[config.mk]
export PLATFORM = sky130hd
export DESIGN_NAME = scr_test_sequencer
export DESIGN_NICKNAME = d
export VERILOG_FILES = /design/src/rtl/scr_test_sequencer.sv
export SDC_FILE = /design/constraint.sdc
export NUM_CORES = 1
export LEC_CHECK = 0
export CORE_MARGIN = 4
export CORE_UTILIZATION = 55
export CTS_BUF_LIST = sky130_fd_sc_hd__clkbuf_16
export DETAILED_ROUTE_END_ITERATION = 6
export PLACE_DENSITY_LB_ADDON = 0.25
export SYNTH_ARGS = -nofsm -noshare
export SYNTH_HDL_FRONTEND = slang
export SYNTH_SLANG_ARGS = --single-unit
[constraint.sdc]
create_clock -name i_clk_50m -period 3.6 [get_ports i_clk_50m]
set_input_delay 0.72 -clock i_clk_50m [delete_from_list [all_inputs] [get_ports i_clk_50m]]
set_output_delay 0.72 -clock i_clk_50m [all_outputs]
set_load 0.03 [all_outputs]
[src/rtl/scr_test_sequencer.sv]
// scr_test_sequencer: drives the forward/negative trigger pulses and the
// pulse-forbid line of the SCR breakdown/BOD detector, samples the detector's
// result flags once per half-cycle and latches sticky faults plus an alarm
// after FAIL_LIMIT consecutive failing full cycles.
// Optional build macro: SCR_BOD_CHECK_EN -- when defined, the BOD flags are
// sampled into o_fault[3:2] and count as failures; when undefined they are
// ignored and o_fault[3:2] stays 0.
module scr_test_sequencer #(
  parameter logic [19:0] HALF_PERIOD = 20'd500000,
  parameter logic [19:0] PULSE_WIDTH = 20'd500,
  parameter logic [15:0] ARM_CYCLES  = 16'd1000,
  parameter logic [3:0]  FAIL_LIMIT  = 4'd3
) (
  input  logic        i_clk_50m,
  input  logic        i_rst_n,
  input  logic        i_start,
  input  logic        i_stop,
  input  logic        i_clear,
  input  logic [15:0] i_num_cycles,
  input  logic        i_fwd_state,
  input  logic        i_neg_state,
  input  logic        i_fwd_bod,
  input  logic        i_neg_bod,
  output logic        o_trig_forward,
  output logic        o_trig_negative,
  output logic        o_forbid,
  output logic        o_busy,
  output logic        o_done,
  output logic [3:0]  o_fault,
  output logic        o_alarm,
  output logic [15:0] o_cycle_cnt
);

  localparam logic [2:0] S_IDLE  = 3'd0;
  localparam logic [2:0] S_ARM   = 3'd1;
  localparam logic [2:0] S_FWD   = 3'd2;
  localparam logic [2:0] S_NEG   = 3'd3;
  localparam logic [2:0] S_ALARM = 3'd4;

`ifdef SCR_BOD_CHECK_EN
  localparam logic [3:0] FAULT_MASK = 4'b1111;
`else
  localparam logic [3:0] FAULT_MASK = 4'b0011;
`endif

  localparam logic [19:0] ARM_LAST    = {4'd0, ARM_CYCLES} - 20'd1;
  localparam logic [19:0] SAMPLE_PH   = HALF_PERIOD - 20'd2;
  localparam logic [19:0] HALF_LAST   = HALF_PERIOD - 20'd1;

  // Saturating increment for the 16-bit completed-cycle counter.
  function automatic logic [15:0] sat_inc16(input logic [15:0] v);
    return (v == 16'hFFFF) ? 16'hFFFF : v + 16'd1;
  endfunction

  // Saturating increment for the 4-bit consecutive-fail counter.
  function automatic logic [3:0] sat_inc4(input logic [3:0] v);
    return (v == 4'hF) ? 4'hF : v + 4'd1;
  endfunction

  logic [2:0]  state_q, state_d;
  logic [19:0] phase_q, phase_d;
  logic [15:0] cycle_cnt_q, cycle_cnt_d;
  logic [15:0] num_cycles_q, num_cycles_d;
  logic [3:0]  fail_cnt_q, fail_cnt_d;
  logic [3:0]  fault_q, fault_d;
  logic [3:0]  sample_q, sample_d;
  logic        alarm_q, alarm_d;
  logic        trig_fwd_q, trig_fwd_d;
  logic        trig_neg_q, trig_neg_d;
  logic        forbid_q, forbid_d;
  logic        busy_q, busy_d;
  logic        done_q, done_d;

  logic        run_active_s;
  logic        sample_pt_s;
  logic        half_end_s;
  logic [3:0]  fail_next_s;
  logic [15:0] cycle_next_s;
  logic [3:0]  fwd_flags_s;
  logic [3:0]  neg_flags_s;

  assign run_active_s = (state_q == S_ARM) || (state_q == S_FWD) || (state_q == S_NEG);
  assign sample_pt_s  = (phase_q == SAMPLE_PH);
  assign half_end_s   = (phase_q == HALF_LAST);
  assign fail_next_s  = (|sample_q) ? sat_inc4(fail_cnt_q) : 4'd0;
  assign cycle_next_s = sat_inc16(cycle_cnt_q);
  // Forward half checks the opposite-polarity breakdown and forward BOD.
  assign fwd_flags_s  = {1'b0, i_fwd_bod, i_neg_state, 1'b0} & FAULT_MASK;
  // Negative half checks forward breakdown and negative BOD.
  assign neg_flags_s  = {i_neg_bod, 1'b0, 1'b0, i_fwd_state} & FAULT_MASK;

  // Next-state, counters, fault accumulation and registered-output decode.
  always_comb begin
    state_d      = state_q;
    phase_d      = phase_q + 20'd1;
    cycle_cnt_d  = cycle_cnt_q;
    num_cycles_d = num_cycles_q;
    fail_cnt_d   = fail_cnt_q;
    fault_d      = fault_q;
    sample_d     = sample_q;
    alarm_d      = alarm_q;
    done_d       = 1'b0;

    if (i_stop && run_active_s) begin
      // Abort wins over everything; the partial cycle is thrown away.
      state_d  = S_IDLE;
      sample_d = 4'd0;
    end else begin
      case (state_q)
        S_IDLE: begin
          if (i_start) begin
            state_d      = S_ARM;
            cycle_cnt_d  = 16'd0;
            fail_cnt_d   = 4'd0;
            sample_d     = 4'd0;
            num_cycles_d = i_num_cycles;
          end else begin
            state_d = S_IDLE;
          end
        end
        S_ARM: begin
          if (phase_q == ARM_LAST) begin
            state_d = S_FWD;
          end else begin
            state_d = S_ARM;
          end
        end
        S_FWD: begin
          if (sample_pt_s) begin
            sample_d = sample_q | fwd_flags_s;
          end else begin
            sample_d = sample_q;
          end
          if (half_end_s) begin
            state_d = S_NEG;
          end else begin
            state_d = S_FWD;
          end
        end
        S_NEG: begin
          if (sample_pt_s) begin
            sample_d = sample_q | neg_flags_s;
          end else begin
            sample_d = sample_q;
          end
          if (half_end_s) begin
            cycle_cnt_d = cycle_next_s;
            fault_d     = fault_q | sample_q;
            fail_cnt_d  = fail_next_s;
            sample_d    = 4'd0;
            // A same-clock clear wipes the fail history, so it also vetoes the alarm.
            if (!i_clear && (fail_next_s >= FAIL_LIMIT)) begin
              state_d = S_ALARM;
              alarm_d = 1'b1;
            end else if ((num_cycles_q != 16'd0) && (cycle_next_s == num_cycles_q)) begin
              state_d = S_IDLE;
              done_d  = 1'b1;
            end else begin
              state_d = S_FWD;
            end
          end else begin
            state_d = S_NEG;
          end
        end
        S_ALARM: begin
          if (i_clear) begin
            state_d = S_IDLE;
          end else begin
            state_d = S_ALARM;
          end
        end
        default: begin
          state_d = S_IDLE;
        end
      endcase
    end

    if (i_clear) begin
      fault_d    = 4'd0;
      alarm_d    = 1'b0;
      fail_cnt_d = 4'd0;
    end else begin
      fault_d = fault_d & FAULT_MASK;
    end

    // The phase counter restarts on every state entry.
    if (state_d != state_q) begin
      phase_d = 20'd0;
    end else begin
      phase_d = phase_q + 20'd1;
    end

    trig_fwd_d = (state_d == S_FWD) && (phase_d < PULSE_WIDTH);
    trig_neg_d = (state_d == S_NEG) && (phase_d < PULSE_WIDTH);
    forbid_d   = (state_d == S_IDLE) || (state_d == S_ALARM);
    busy_d     = (state_d == S_ARM) || (state_d == S_FWD) || (state_d == S_NEG);
  end

  // State and output registers; reset forces triggers low and forbid high.
  always_ff @(posedge i_clk_50m or negedge i_rst_n) begin
    if (!i_rst_n) begin
      state_q      <= S_IDLE;
      phase_q      <= 20'd0;
      cycle_cnt_q  <= 16'd0;
      num_cycles_q <= 16'd0;
      fail_cnt_q   <= 4'd0;
      fault_q      <= 4'd0;
      sample_q     <= 4'd0;
      alarm_q      <= 1'b0;
      trig_fwd_q   <= 1'b0;
      trig_neg_q   <= 1'b0;
      forbid_q     <= 1'b1;
      busy_q       <= 1'b0;
      done_q       <= 1'b0;
    end else begin
      state_q      <= state_d;
      phase_q      <= phase_d;
      cycle_cnt_q  <= cycle_cnt_d;
      num_cycles_q <= num_cycles_d;
      fail_cnt_q   <= fail_cnt_d;
      fault_q      <= fault_d;
      sample_q     <= sample_d;
      alarm_q      <= alarm_d;
      trig_fwd_q   <= trig_fwd_d;
      trig_neg_q   <= trig_neg_d;
      forbid_q     <= forbid_d;
      busy_q       <= busy_d;
      done_q       <= done_d;
    end
  end

  assign o_trig_forward  = trig_fwd_q;
  assign o_trig_negative = trig_neg_q;
  assign o_forbid        = forbid_q;
  assign o_busy          = busy_q;
  assign o_done          = done_q;
  assign o_fault         = fault_q;
  assign o_alarm         = alarm_q;
  assign o_cycle_cnt     = cycle_cnt_q;

endmodule

==> results.py, run 1 <==
metrics = {
    "clocking": {
        "cts_resized": 0,
        "htreeDepth": 3,
        "postCtsSetupBuffers": 0,
        "clk_pin_slew_worst_paths_ps": 60,
        "worst_skew_pair.late_latency_ps": 330,
        "cts_buffers": 9,
        "cts_tree": "yes",
        "clock_tree.buffer_depth": 2,
        "hold_buf_cts": 0,
        "ctsRootBufferMaster": "clkbuf_16",
        "clkSinkCount": 69,
    },
    "setup_path": {
        "critical_path_arrival_ps": 3290,
        "worst_path_dominant_cell_family": "simple AND/OR/NAND/NOR gates",
        "timing.critical_path.fanout_max": 10,
        "crit_path_class": "register to register",
        "worst-path-stages": 9,
        "critPathBufInv": 0,
        "r2r.worst_path.cells": 9,
        "timing.critical_path.from_type": "register",
        "worstPathRequired_ps": 3790,
        "critPathSlowestCell": "dfrtp_1",
        "slowest_delay_ps": 530,
        "ordered_list_of_cells_on_the_worst_path": "ha_1 > nand4_4 > nor4_1 > mux2_2 > xor2_1 > nor4_1 > nand4_1 > o21ai_2 > a211oi_1",
        "setup.worst_path.end_class": "register",
        "critical_path.most_common_cell": "nor4_1",
    },
    "timing": {
        "grt_setup_unrepaired": "false",
        "timing.final.max_slew_violations": 0,
        "timing.final.crit_period_ps": 3100,
        "tightestPinTransition_ps": 882.9,
        "slew_headroom": 0.4114,
        "finalHoldViolCount": 0,
        "fmax_ghz": 0.3226,
        "finalSetupViolations": 0,
        "min_period_over_period": 0.8612,
        "post_route_setup_tns_ps": 0,
        "clock-skew-final_ps": 9.753,
    },
    "placement": {
        "port_buf_inserts": 46,
        "place.gp.congestion": 0.9206,
        "place.detailed.hpwl_um": 7603,
    },
    "status": {
        "run_status": "finished, final reports clean",
    },
    "power_and_ir_drop": {
        "share_comb_of_total_power": 0.236,
        "power-per-cell-area_nw_per_um2": 512.3,
        "power_switching_mw": 0.8549,
        "swShare": 0.3178,
        "cell_internal_pwr_mw": 1.835,
        "max-vdd-ir-drop_mv": 0.3509,
        "power_mw": 2.690,
        "p_seq_frac": 0.410,
        "p_clk_frac": 0.354,
        "p_leak_nw": 2.100,
    },
    "floorplanning": {
        "die_width_um": 98.21,
        "boundaryPins": 51,
        "rows": 32,
        "die-height_um": 98.21,
        "initial_core_util": 0.5732,
        "area_of_the_core_sq_um": 7807,
        "floorplan.die_area_sq_um": 9644,
    },
    "grt": {
        "maximum_number_of_pins_on_one_net_before_global_route_repair": 70,
        "grt_first_pass_wirelength_um": 18350,
        "grt_antenna_before_repair": 0,
        "globalRouteOverflowTotal": 0,
        "grtUsageTotal": 0.2301,
        "number_of_global_route_vias_before_repair": 3770,
    },
    "routing": {
        "detail_route.first_pass.iterations": 5,
        "drt_drc_violations_left": 0,
        "detail_route.vias_per_cell": 6.107,
        "wl_per_cell_um": 16.83,
        "detail_route.iter0.violations": 318,
        "routed_wirelength_um": 10890,
        "detailroute.via_count": 3951,
        "postRouteAntennaNets": 0,
    },
    "min_path": {
        "min_path_type": "register to register",
        "min_path_cells": 1,
    },
    "logic_synthesis": {
        "synth-edff-count": 0,
        "ys.flop_type": "dfrtp_1",
        "number_of_cells_produced_by_synthesis": 508,
        "post_synth.cell_area_avg_sq_um": 8.810,
        "synth-seq-cells": 69,
        "synth_async_sr_flop_share": 1.000,
        "synth_top_cells_by_area": "dfrtp_1 38%, xnor2_1 5.5%, nor2_1 5.3%",
        "synthesis.yosys.warnings": 0,
        "synthDistinctLibCells": 70,
        "yosysTopAreaCell": "dfrtp_1",
        "mappedNetlistArea_sq_um": 4476,
        "netlist.area_leader.share": 0.3802,
        "synth-seq-area-share": 0.3861,
    },
    "final_layout": {
        "final_net_count": 569,
        "fraction_of_the_core_area_covered_by_cells_at_the_end_of_the_flow": 0.6724,
        "post_route_cells_drive_above_1_share": 0.1046,
        "n_antenna_cell": 0,
        "syn2layout_area_growth_pct": 17.31,
        "final_common_cell": "dfrtp_1",
        "final_cell_mix": "68 x dfrtp_1, 63 x nor2_1, 45 x clkdlybuf4s50_1",
    },
    "flow_run": {
        "drv_cap": 0,
    },
}
==> layout make-up <==
type / instances / area, sq um
Clock buffer: 9 / 225.2
Multi-Input combinational cell: 388 / 2497
Tap cell: 102 / 127.6
Sequential cell: 69 / 1728
Inverter: 20 / 75.07
Clock inverter: 7 / 96.34
Fill cell: 635 / 2557
Timing Repair Buffer: 52 / 500.5
==> state kept, by name (all words and copies together) (netlist names) <==
signal           count
o_fault              2
o_busy               1
num_cycles_q        16
o_cycle_cnt         16
phase_q             20
sample_q             2
o_trig_negative      1
fail_cnt_q           4
o_alarm              1
o_forbid             1
o_done               1
o_trig_forward       1
state_q              3
==> per-layer routing <==
layer  routed length (um)  GRT usage  up-vias
met2                 5177     0.3712      170
met4                   78    0.05987        0
met1                 4682     0.3226     1890
met3                  948    0.04000        8
met5                    0          0        -
li1                     -          -     1883
==> metrics by stage <==
stage | setup slack (ps) | area (sq um) | hold WS (ps) | instances
2_1_floorplan | 708.3 | 4479 | 424.4 | 509
3_3_place_gp | 511.3 | 4928 | 474.1 | 631
3_5_place_dp | 500.0 | 4928 | 484.7 | 631
4_1_cts | 496.1 | 5250 | 489.8 | 647
5_1_grt | 176.9 | 5250 | 522.8 | 647
6_report | 499.9 | 5250 | 494.1 | 647
==> worst paths after layout <==
check	slack [ps]	start	to
max reg2reg	500	o_cycle_cnt[0]	o_trig_negative
min	490	phase_q[0]	phase_q[0]
max	500	o_cycle_cnt[0]	o_trig_negative
min in group asynchronous	600	i_rst_n	o_cycle_cnt[9]
min reg2reg	490	phase_q[0]	phase_q[0]
max in group asynchronous	2430	i_rst_n	phase_q[19]
==> cell usage after synthesis, types with 7 or more instances <==
library cell / count
xor2_1: 12
nor2b_1: 7
inv_1: 20
a21oi_1: 24
nand4_1: 15
dfrtp_1: 68
clkbuf_1: 14
nand2_1: 43
a211oi_1: 7
mux2_2: 15
xnor2_1: 28
nor3_1: 20
nand3_1: 17
nor4_1: 10
o21ai_0: 33
nor2_1: 63
==> power by group through the flow <==
stage	clock (mW)	sequential, mW	combinational (mW)
floorplan	0	1.05	0.492
global placement	0	1.09	0.615
detailed placement	0	1.11	0.632
CTS	0.967	1.09	0.638
global route	1.00	1.12	0.702
finish	0.952	1.10	0.634
==> cell families (layout without fill, tap and decap cells) <==
family	Yosys count	in the layout	synth area share
flip-flops	69	69	0.3861
multiplexers	17	17	0.04221
AND/OR/NAND/NOR	220	220	0.2684
AO/OA/AOI/OAI	104	104	0.1513
XOR/XNOR	41	41	0.08331
buffers and inverters	52	88	0.05675
other	1	2	0.0008379
adder cells (fa/ha/maj)	4	4	0.01118
(Power assumes the default switching activity.)
==> run 2: changes to the inputs <==
- CORE_ASPECT_RATIO: unset -> 0.9
- DONT_BUFFER_PORTS: unset -> 1
==> run 2 against run 1 <==
Against the previous run: cell area is 8.2% lower; total power is 3.5% lower; first-iteration DRC count is 12% lower; sequential power hardly changed; sequential cell count stayed put; final cell count is 7.1% lower; critical endpoint unchanged; largest cell class unchanged; highest routed layer unchanged.
==> results.py, run 2 (synthesized netlist as in run 1, its figures left out) <==
metrics = {
    "clocking": {
        "clkSinkCount": 69,
        "clk_pin_slew_worst_paths_ps": 50,
        "cts_buffers": 9,
        "cts_tree": "yes",
        "ctsRootBufferMaster": "clkbuf_16",
        "clock_tree.buffer_depth": 2,
        "htreeDepth": 3,
        "cts_resized": 0,
        "hold_buf_cts": 0,
        "postCtsSetupBuffers": 0,
        "worst_skew_pair.late_latency_ps": 330,
    },
    "power_and_ir_drop": {
        "max-vdd-ir-drop_mv": 0.2938,
        "p_seq_frac": 0.435,
        "p_leak_nw": 1.966,
        "power_mw": 2.595,
        "power-per-cell-area_nw_per_um2": 538.4,
        "share_comb_of_total_power": 0.213,
        "cell_internal_pwr_mw": 1.784,
        "power_switching_mw": 0.8110,
        "p_clk_frac": 0.352,
        "swShare": 0.3126,
    },
    "routing": {
        "detail_route.first_pass.iterations": 5,
        "detail_route.iter0.violations": 281,
        "postRouteAntennaNets": 0,
        "wl_per_cell_um": 17.79,
        "detail_route.vias_per_cell": 6.304,
        "drt_drc_violations_left": 0,
        "routed_wirelength_um": 10690,
        "detailroute.via_count": 3789,
    },
    "floorplanning": {
        "initial_core_util": 0.5788,
        "die_width_um": 103.1,
        "rows": 30,
        "boundaryPins": 51,
        "area_of_the_core_sq_um": 7732,
        "floorplan.die_area_sq_um": 9646,
        "die-height_um": 93.58,
    },
    "final_layout": {
        "n_antenna_cell": 0,
        "fraction_of_the_core_area_covered_by_cells_at_the_end_of_the_flow": 0.6233,
        "post_route_cells_drive_above_1_share": 0.1168,
        "max_reg_flops": 20,
        "max_flop_register": "phase_q",
        "final_cell_mix": "68 x dfrtp_1, 63 x nor2_1, 43 x nand2_1",
        "fill_cells": 647,
        "final_common_cell": "dfrtp_1",
        "final_net_count": 529,
        "syn2layout_area_growth_pct": 7.688,
    },
    "timing": {
        "min_period_over_period": 0.8729,
        "post_route_setup_tns_ps": 0,
        "fmax_ghz": 0.3182,
        "timing.final.max_slew_violations": 0,
        "setup_slack_ps": 457.5,
        "finalSetupViolations": 0,
        "slew_headroom": 0.5190,
        "timing.final.crit_period_ps": 3142,
        "clock-skew-final_ps": 8.115,
        "grt_setup_unrepaired": "false",
        "tightestPinTransition_ps": 719.7,
        "finalHoldViolCount": 0,
    },
    "setup_path": {
        "cp-endpoint": "o_trig_negative",
        "worst_r2r_endpoint": "o_trig_negative",
        "setup.worst_path.end_class": "register",
        "timing.critical_path.from_type": "register",
        "crit_path_class": "register to register",
        "worstPathRequired_ps": 3790,
        "critical_path_arrival_ps": 3330,
        "r2r.worst_path.cells": 8,
        "timing.critical_path.fanout_max": 10,
        "regToRegStartpoint": "o_cycle_cnt[4]",
        "timing.reg2reg.setup_slack_ps": 460,
        "startpoint": "o_cycle_cnt[4]",
    },
    "status": {
        "run_status": "finished, final reports clean",
    },
    "grt": {
        "number_of_global_route_vias_before_repair": 3616,
        "globalRouteOverflowTotal": 0,
        "grt_antenna_before_repair": 0,
        "grt_first_pass_wirelength_um": 18210,
        "maximum_number_of_pins_on_one_net_before_global_route_repair": 70,
        "grtUsageTotal": 0.2396,
    },
    "placement": {
        "place.gp.congestion": 0.8778,
        "place.detailed.hpwl_um": 7635,
        "place_ws_ps": 477.6,
        "port_buf_inserts": 0,
    },
    "min_path": {
        "min_path_type": "primary input to asynchronous set/reset pin",
    },
    "flow_run": {
        "drv_cap": 0,
    },
}
## run 2: worst min path at each step
stage                       start              end  slack [ps]  cells after the start
final                     i_rst_n   o_cycle_cnt[2]          80                      0
after global routing      i_rst_n  o_cycle_cnt[12]          60                      0
after CTS                 i_rst_n   o_cycle_cnt[2]          70                      0
after detailed placement  i_rst_n   o_cycle_cnt[2]         430                      0
after global placement    i_rst_n   o_cycle_cnt[2]         430                      0
after floorplan           i_rst_n    fail_cnt_q[0]         420                      0
## run 2: power groups by stage
| stage | clock network [mW] | logic [mW] | registers [mW] |
|---|---|---|---|
| 6_report | 0.913 | 0.554 | 1.13 |
| 3_5_place_dp | 0 | 0.545 | 1.13 |
| 2_1_floorplan | 0 | 0.492 | 1.05 |
| 4_1_cts | 0.928 | 0.551 | 1.12 |
| 5_1_grt | 0.971 | 0.615 | 1.14 |
| 3_3_place_gp | 0 | 0.519 | 1.12 |
## run 2: area by class of cell
type	count	area [sq um]	area share
repair buffers	12	90.09	0.01869
multi-input cells	388	2497	0.5182
well taps	96	120.1	0.02492
flip-flops and latches	69	1728	0.3585
inverters	20	75.07	0.01558
clock buffers	9	225.2	0.04673
clock inverters	7	83.83	0.01739
## run 2: stage by stage
| step | hold WS [ps] | instances | area, sq um |
|---|---|---|---|
| 3_5_place_dp | 426.4 | 585 | 4511 |
| 4_1_cts | 74.69 | 601 | 4820 |
| 3_3_place_gp | 426.5 | 585 | 4511 |
| 2_1_floorplan | 424.4 | 509 | 4479 |
| 5_1_grt | 63.98 | 601 | 4820 |
| 6_report | 78.88 | 601 | 4820 |
## run 2: metal layers
metal | share of wire | vias up | global-route usage | wire (um)
met5 | 0 | - | 0 | 0
met4 | 0.019 | 0 | 0.08198 | 199
met3 | 0.086 | 20 | 0.06339 | 918
met2 | 0.44 | 157 | 0.3456 | 4691
met1 | 0.46 | 1812 | 0.3453 | 4880
li1 | - | 1800 | - | -
## run 2: worst max-delay path, stage by stage (launching register included)
cell and delay, ps:
dfrtp_1 700, nand4_4 290, nor4_1 520, mux2_2 430, xor2_1 160, nor4_1 340, nand4_1 160, o21ai_2 270
a211oi_1 120
==> run 3: changes to the inputs <==
- GPL_TIMING_DRIVEN: unset -> 0
==> run 3 against run 2 <==
Against the previous run: register-to-register slack lost 190 ps; utilization up 0.83 points; wire length rose by 1.7%; die area unchanged; first-iteration DRC count shrank 10%; combinational power up 7.8%; via count up 2.3%; clock skew shrank 0.93 ps; critical path type unchanged; highest routed layer unchanged.
==> results.py, run 3 (synthesized netlist as in run 1, its figures left out) <==
metrics = {
    "power_and_ir_drop": {
        "p_leak_nw": 1.987,
        "power_mw": 2.530,
        "power-per-cell-area_nw_per_um2": 518.0,
        "max-vdd-ir-drop_mv": 0.3015,
    },
    "timing": {
        "timing.final.crit_period_ps": 3333,
        "clock-skew-final_ps": 7.187,
        "fmax_ghz": 0.3000,
        "timing.final.max_slew_violations": 0,
        "grt_setup_unrepaired": "false",
        "post_route_setup_tns_ps": 0,
        "tightestPinTransition_ps": 681.2,
        "finalSetupViolations": 0,
        "slew_headroom": 0.5425,
        "min_period_over_period": 0.9260,
        "finalHoldViolCount": 0,
        "whs_ps": 78.78,
    },
    "setup_path": {
        "critical_path.most_common_cell": "nor4_1",
        "timing.reg2reg.setup_slack_ps": 270,
        "cp-endpoint": "o_forbid",
        "regToRegStartpoint": "o_cycle_cnt[1]",
        "crit_path_class": "register to register",
        "setup.worst_path.end_class": "register",
        "worst-path-stages": 10,
        "startpoint": "o_cycle_cnt[1]",
        "timing.critical_path.from_type": "register",
        "worstPathRequired_ps": 3870,
        "r2r.worst_path.cells": 10,
        "critPathSlowestCell": "dfrtp_1",
        "critical_path_arrival_ps": 3600,
        "slowest_delay_ps": 620,
        "timing.critical_path.fanout_max": 10,
        "worst_r2r_endpoint": "o_forbid",
        "critPathBufInv": 1,
        "worst_path_dominant_cell_family": "simple AND/OR/NAND/NOR gates",
        "ordered_list_of_cells_on_the_worst_path": "ha_1 > buf_6 > nand4_4 > nor4_1 > mux2_2 > xor2_1 > nor4_1 > nand4_1 > o21ai_2 > and3b_1",
    },
    "clocking": {
        "htreeDepth": 3,
        "ctsRootBufferMaster": "clkbuf_16",
        "postCtsSetupBuffers": 0,
        "cts_resized": 0,
        "cts_tree": "yes",
        "hold_buf_cts": 0,
        "clock_tree.buffer_depth": 2,
        "clk_pin_slew_worst_paths_ps": 60,
        "cts_buffers": 9,
        "worst_skew_pair.late_latency_ps": 330,
        "clkSinkCount": 69,
    },
    "final_layout": {
        "post_route_cells_drive_above_1_share": 0.1162,
        "final_net_count": 549,
        "syn2layout_area_growth_pct": 9.114,
        "max_flop_register": "phase_q",
        "n_antenna_cell": 0,
        "final_cell_mix": "68 x dfrtp_1, 63 x nor2_1, 43 x nand2_1",
        "final_common_cell": "dfrtp_1",
        "fill_cells": 643,
        "max_reg_flops": 20,
    },
    "placement": {
        "port_buf_inserts": 0,
        "place.gp.congestion": 0.9307,
        "place.detailed.hpwl_um": 7815,
    },
    "floorplanning": {
        "area_of_the_core_sq_um": 7732,
        "die_width_um": 103.1,
        "die-height_um": 93.58,
        "boundaryPins": 51,
        "rows": 30,
        "initial_core_util": 0.5788,
        "floorplan.die_area_sq_um": 9646,
    },
    "grt": {
        "number_of_global_route_vias_before_repair": 3605,
        "grt_first_pass_wirelength_um": 18030,
        "grtUsageTotal": 0.2383,
        "grt_antenna_before_repair": 0,
        "globalRouteOverflowTotal": 0,
        "maximum_number_of_pins_on_one_net_before_global_route_repair": 70,
    },
    "flow_run": {
        "drv_cap": 0,
    },
    "routing": {
        "detail_route.vias_per_cell": 6.243,
        "detail_route.iter0.violations": 252,
        "drt_drc_violations_left": 0,
        "detailroute.via_count": 3877,
        "routed_wirelength_um": 10870,
        "detail_route.first_pass.iterations": 5,
        "postRouteAntennaNets": 0,
        "wl_per_cell_um": 17.51,
    },
    "min_path": {
        "min_path_type": "primary input to asynchronous set/reset pin",
    },
    "status": {
        "run_status": "finished, final reports clean",
    },
}
-- run 3: worst min path at each step --
stage                           endpoint  slack, ps  startpoint  cells past startpoint
after floorplan            fail_cnt_q[0]        420     i_rst_n                      0
after global placement    o_cycle_cnt[2]        430     i_rst_n                      0
after detailed placement  o_cycle_cnt[2]        430     i_rst_n                      0
after CTS                    phase_q[18]         70     i_rst_n                      0
after global routing      o_cycle_cnt[2]         60     i_rst_n                      0
final                     o_cycle_cnt[4]         80     i_rst_n                      0
-- run 3: per-stage QoR --
stage                 util  cells  setup WS, ps  cell area, sq um
floorplan                -    509         708.3              4479
global placement    0.5948    605         351.4              4599
detailed placement  0.5948    605         321.3              4599
CTS                 0.6316    621         291.7              4883
global route        0.6316    621         68.68              4883
finish              0.6316    621         266.5              4883
-- run 3: routing by layer --
metal,global-route usage,share of wire,vias up
met1,0.3503,0.46,1844
met2,0.3435,0.44,170
met5,0,0,-
met3,0.06637,0.090,14
li1,-,-,1849
met4,0.06149,0.012,0
-- run 3: cell type report --
type / instances / area, sq um / area share
plain buffers: 32 / 178.9 / 0.03664
clock buffers: 9 / 225.2 / 0.04612
clock inverters: 7 / 58.81 / 0.01204
inverters: 20 / 75.07 / 0.01537
multi-input cells: 388 / 2497 / 0.5114
flip-flops and latches: 69 / 1728 / 0.3538
well taps: 96 / 120.1 / 0.02460
-- run 3: report_power, final --
group / internal, mW / switching [mW]
clock: 0.525 / 0.318
combinational: 0.291 / 0.306
sequential: 0.906 / 0.183
total: 1.72 / 0.807
